$ cat config.mk
export PLATFORM = sky130hd
export DESIGN_NAME = inst_fetch
export DESIGN_NICKNAME = d
export VERILOG_FILES = /design/src/rtl/inst_fetch.sv
export SDC_FILE = /design/constraint.sdc
export NUM_CORES = 1
export LEC_CHECK = 0
export BUFFER_PORTS_ARGS = -buffer_cell sky130_fd_sc_hd__buf_2
export CORE_MARGIN = 10
export CORE_UTILIZATION = 53
export CTS_CLUSTER_SIZE = 28
export DETAILED_ROUTE_END_ITERATION = 6
export PLACE_DENSITY = 0.8
export RECOVER_POWER = 100
export SLEW_MARGIN = 25
export SYNTH_ARGS = -nofsm -noshare
export SYNTH_HDL_FRONTEND = slang
export SYNTH_SLANG_ARGS = --single-unit
$ cat constraint.sdc
create_clock -name clk -period 5.3 [get_ports clk]
set_input_delay 0.53 -clock clk [delete_from_list [all_inputs] [get_ports clk]]
set_output_delay 0.53 -clock clk [all_outputs]
set_load 0.02 [all_outputs]
$ cat src/rtl/inst_fetch.sv
// PC generator and fetch buffer feeding decode from a combinational ROM.
// Captures {pc, inst} pairs into a small FIFO; redirect flushes the buffer.
module inst_fetch #(
    parameter logic [31:0] RESET_PC   = 32'h0000_0000,
    parameter int          FIFO_DEPTH = 2,
    parameter int          ADDR_W     = 32,
    parameter int          INST_W     = 32
) (
    input  logic              clk,
    input  logic              rst,
    input  logic              stall_i,
    input  logic              branch_flag_i,
    input  logic [ADDR_W-1:0] branch_target_i,
    output logic              rom_ce_o,
    output logic [ADDR_W-1:0] rom_addr_o,
    input  logic [INST_W-1:0] rom_inst_i,
    output logic              id_valid_o,
    input  logic              id_ready_i,
    output logic [ADDR_W-1:0] id_pc_o,
    output logic [INST_W-1:0] id_inst_o
);

    localparam int PTR_W = (FIFO_DEPTH > 1) ? $clog2(FIFO_DEPTH) : 1;
    localparam int CNT_W = $clog2(FIFO_DEPTH + 1);

    logic [ADDR_W-1:0] pc;
    logic              en_q;
    logic [CNT_W-1:0]  count;
    logic [PTR_W-1:0]  rd_ptr;
    logic [PTR_W-1:0]  wr_ptr;

    logic [ADDR_W-1:0] buf_pc   [FIFO_DEPTH];
    logic [INST_W-1:0] buf_inst [FIFO_DEPTH];

    logic pop;
    logic fire;
    logic full;

    assign full = (count == CNT_W'(FIFO_DEPTH));
    assign pop  = id_valid_o && id_ready_i;
    assign fire = en_q && !stall_i && !branch_flag_i && (!full || pop);

    assign rom_ce_o   = en_q;
    assign rom_addr_o = pc;

    // A full buffer still accepts a fetch when the head leaves the same cycle.
    always_ff @(posedge clk) begin
        if (rst) begin
            pc     <= ADDR_W'(RESET_PC);
            en_q   <= 1'b0;
            count  <= '0;
            rd_ptr <= '0;
            wr_ptr <= '0;
        end else begin
            en_q <= 1'b1;
            if (branch_flag_i) begin
                pc     <= branch_target_i & ~ADDR_W'(3);
                count  <= '0;
                rd_ptr <= '0;
                wr_ptr <= '0;
            end else begin
                if (fire) begin
                    pc     <= pc + ADDR_W'(4);
                    wr_ptr <= wr_ptr + PTR_W'(1);
                end
                if (pop) begin
                    rd_ptr <= rd_ptr + PTR_W'(1);
                end
                count <= count + CNT_W'(fire) - CNT_W'(pop);
            end
        end
    end

    always_ff @(posedge clk) begin
        if (fire) begin
            buf_pc[wr_ptr]   <= pc;
            buf_inst[wr_ptr] <= rom_inst_i;
        end
    end

    assign id_valid_o = (count != '0);
    assign id_pc_o    = id_valid_o ? buf_pc[rd_ptr]   : '0;
    assign id_inst_o  = id_valid_o ? buf_inst[rd_ptr] : '0;

endmodule

==> impl_metrics.ini <==
[status]
outcome = finished, violations left
violations = capacitance limit, slew limit

[synthesis]
synth_xor_area_share_pct = 2.11
ys.flop_type = edfxtp_1
synthMuxAreaShare_pct = 9.83
yosysMostFrequentCell = edfxtp_1
ys_async_sr_fraction_pct = 0
synth_compound_area_share_pct = 5.94
syn_area_per_cell_um2 = 13.0
netlist.area_leader.share_pct = 55.9
ys_top_cells_by_area = edfxtp_1, dfxtp_1, mux2i_1
yosys.area_share.adder_pct = 0.564
yosys_register_bits = 160
syn_inst = 511
yosysWarnings = 0
synth_top_family_by_area = simple AND/OR/NAND/NOR gates
synth-simple-area-share_pct = 12.2
synth_cell_types = 46
synth_top_cell_by_area = edfxtp_1
synth_common_cells = edfxtp_1, nor2_1, mux2i_1
syn_area_um2 = 6660
synth_edf_count = 124
ys_seq_area_share_pct = 66.8

[clock_network]
clock-sinks = 160
cts_max_path_buffers = 2
cts-root-buf = clkbuf_16
cts_tree = done
htree_num_levels = 4
path_clk_slew_ns = 0.06
ctsResizeCount = 0
ctsHoldBuffers = 0
postCtsSetupBuffers = 0
insertion_delay_ns = 0.42
numCtsBuffers = 17

[drt]
vias_per_cell = 5.60
totalWireLength_mm = 16.2
dr_total_vias = 4757
drcViolationCount = 0
drt_first_pass_iters = 5
first_iter_violations = 495
wl_per_cell_um = 19.1
ant_nets = 0

[worst_setup_path]
worst-path-stages = 6
worst-setup-path-type = input port to register
max_stage_delay_ns = 1.20
crit_buf_inv = 2
crit_top_cell = o21ai_0
timing.rr.start = count[1]
worstSetupEndpoint = rom_addr_o[8]
r2r-end = buf_pc[0][6]
critPathLaunchType = input port
crit_start = branch_flag_i
crit_family = buffers and inverters
crit_fanout = 38
cp-end-kind = register
critical_path_arrival_ns = 3.81
cp_data_required_time_ns = 5.54
rrSetupSlack_ns = 2.20
critPathSlowestCell = clkbuf_1
crit_chain = clkbuf_1, clkinv_1, o21ai_0, o21ai_0, a221oi_1, nor2_1
r2r_cells = 5

[timing]
rsz0062_at_grt = false
relSlewSlack_pct = -12.9
period_share_pct = 67.3
worstMarginPinSlew_ns = 1.69
tns_ns = 0
min_period_ns = 3.56
slew_violations = 66
finalHoldViolations = 0
skew_ns = 0.00585
setup_violations = 0
fmax_mhz = 281

[cells_and_area]
area_growth_pct = 22.2
layout.nets = 740
antenna_cells = 0
drive_gt1_share_pct = 13.5
stdcell_area_um2 = 8130

[power_and_ir_drop]
worst_ir_drop_vdd_mv = 0.210
powerDensity_nw_per_um2 = 360
power.switching_uw = 616
leakage_nw = 2.68
p_clk_share_pct = 45.5
fin_total_pwr_mw = 2.93
sw_frac_of_total_pct = 21.0
power.internal_mw = 2.31
p_seq_share_pct = 48.4
p_comb_share_pct = 6.1

[grt]
grt_overflow = 0
grt_first_pass_wirelength_mm = 25.6
grt_max_degree = 63
grt_pass1_vias = 4817
antenna_found_initial = 0
grt_usage_pct = 18.4

[floorplanning]
die_w_um = 132
core_um2 = 12200
dieArea_um2 = 17400
die_y_um = 132
row_count = 40
io_pins = 167
start_util_pct = 54.7

[placed_design]
dpl_cell_area_um2 = 7600
io_buffers = 160
place_congestion = 0.875
dp_hpwl_mm = 10.9

[job]
max-cap-violations = 2

[worst_hold_path]
hold_class = input port to register
==> registers in the layout (all words and copies together), names as in the netlist, named ones only <==
| signal | cells |
|---|---|
| buf_inst | 64 |
| buf_pc | 60 |
| rom_addr_o | 30 |
| count | 2 |
| rd_ptr | 1 |
| rom_ce_o | 1 |
| wr_ptr | 1 |
==> placed cells by master, fill, tap and decap left out, drive strengths merged, types with 7 or more instances in the layout <==
cell / count
and3: 10
o21ai: 11
inv: 9
xor2: 11
nand4: 9
and2: 7
nand3: 15
a31oi: 19
nand2: 24
mux2i: 62
buf: 52
clkbuf: 134
edfxtp: 124
nor3: 7
or3: 8
dfxtp: 36
nor2: 75
==> worst min-delay path by stage <==
| stage | start | to | depth (start not counted) |
|---|---|---|---|
| floorplan | rd_ptr | register | 2 |
| detailed placement | rd_ptr | register | 2 |
| CTS | rom_inst_i[0] | buf_inst[0][0] | 1 |
| finish | rom_inst_i[0] | buf_inst[0][0] | 1 |
| global route | rom_inst_i[16] | buf_inst[0][16] | 1 |
| global placement | rom_addr_o[29] | buf_pc[0][29] | 0 |
==> power groups by stage <==
stage | Sequential [mW] | Clock (mW) | Combinational, mW
after floorplan | 1.45 | 0 | 0.0944
after global placement | 1.44 | 0 | 0.180
after detailed placement | 1.45 | 0 | 0.185
after CTS | 1.42 | 1.35 | 0.186
after global routing | 1.42 | 1.40 | 0.195
final | 1.42 | 1.33 | 0.178
==> layout make-up <==
type	instances	area (um2)
Clock buffer	21	470
Sequential cell	160	4440
Clock inverter	11	185
Multi-Input combinational cell	314	2070
Tap cell	168	210
Fill cell	962	4030
Inverter	10	37.5
Timing Repair Buffer	165	717
==> routing by layer <==
layer | part of all wire (%) | track usage [%] | wire length (um)
met4 | 1.2 | 6.92 | 187
met5 | 0 | 0 | 0
met1 | 41 | 21.4 | 6590
met2 | 49 | 30.0 | 7910
met3 | 9.6 | 7.05 | 1560
==> metrics by stage <==
| stage | util, % | setup slack [ns] | hold slack, ns | instances |
|---|---|---|---|---|
| after floorplan | - | 0.877 | 0.520 | 514 |
| after global placement | 62.5 | 2.10 | 0.514 | 816 |
| after detailed placement | 62.5 | 2.04 | 0.526 | 816 |
| after CTS | 67.9 | 2.44 | 0.283 | 848 |
| after global routing | 66.9 | 1.52 | 0.283 | 849 |
| final | 66.9 | 1.74 | 0.302 | 849 |
==> cells by family (layout without fill, tap and decap cells) <==
| kind of cell | after synthesis | count (layout) |
|---|---|---|
| simple gates | 166 | 166 |
| flops | 160 | 160 |
| mux | 65 | 65 |
| compound gates | 60 | 60 |
| buf+inv | 40 | 207 |
| xor+xnor | 16 | 16 |
| fa+ha+maj | 3 | 3 |
| other cells | 1 | 4 |
No activity file was read; power rests on OpenSTA's default activity.
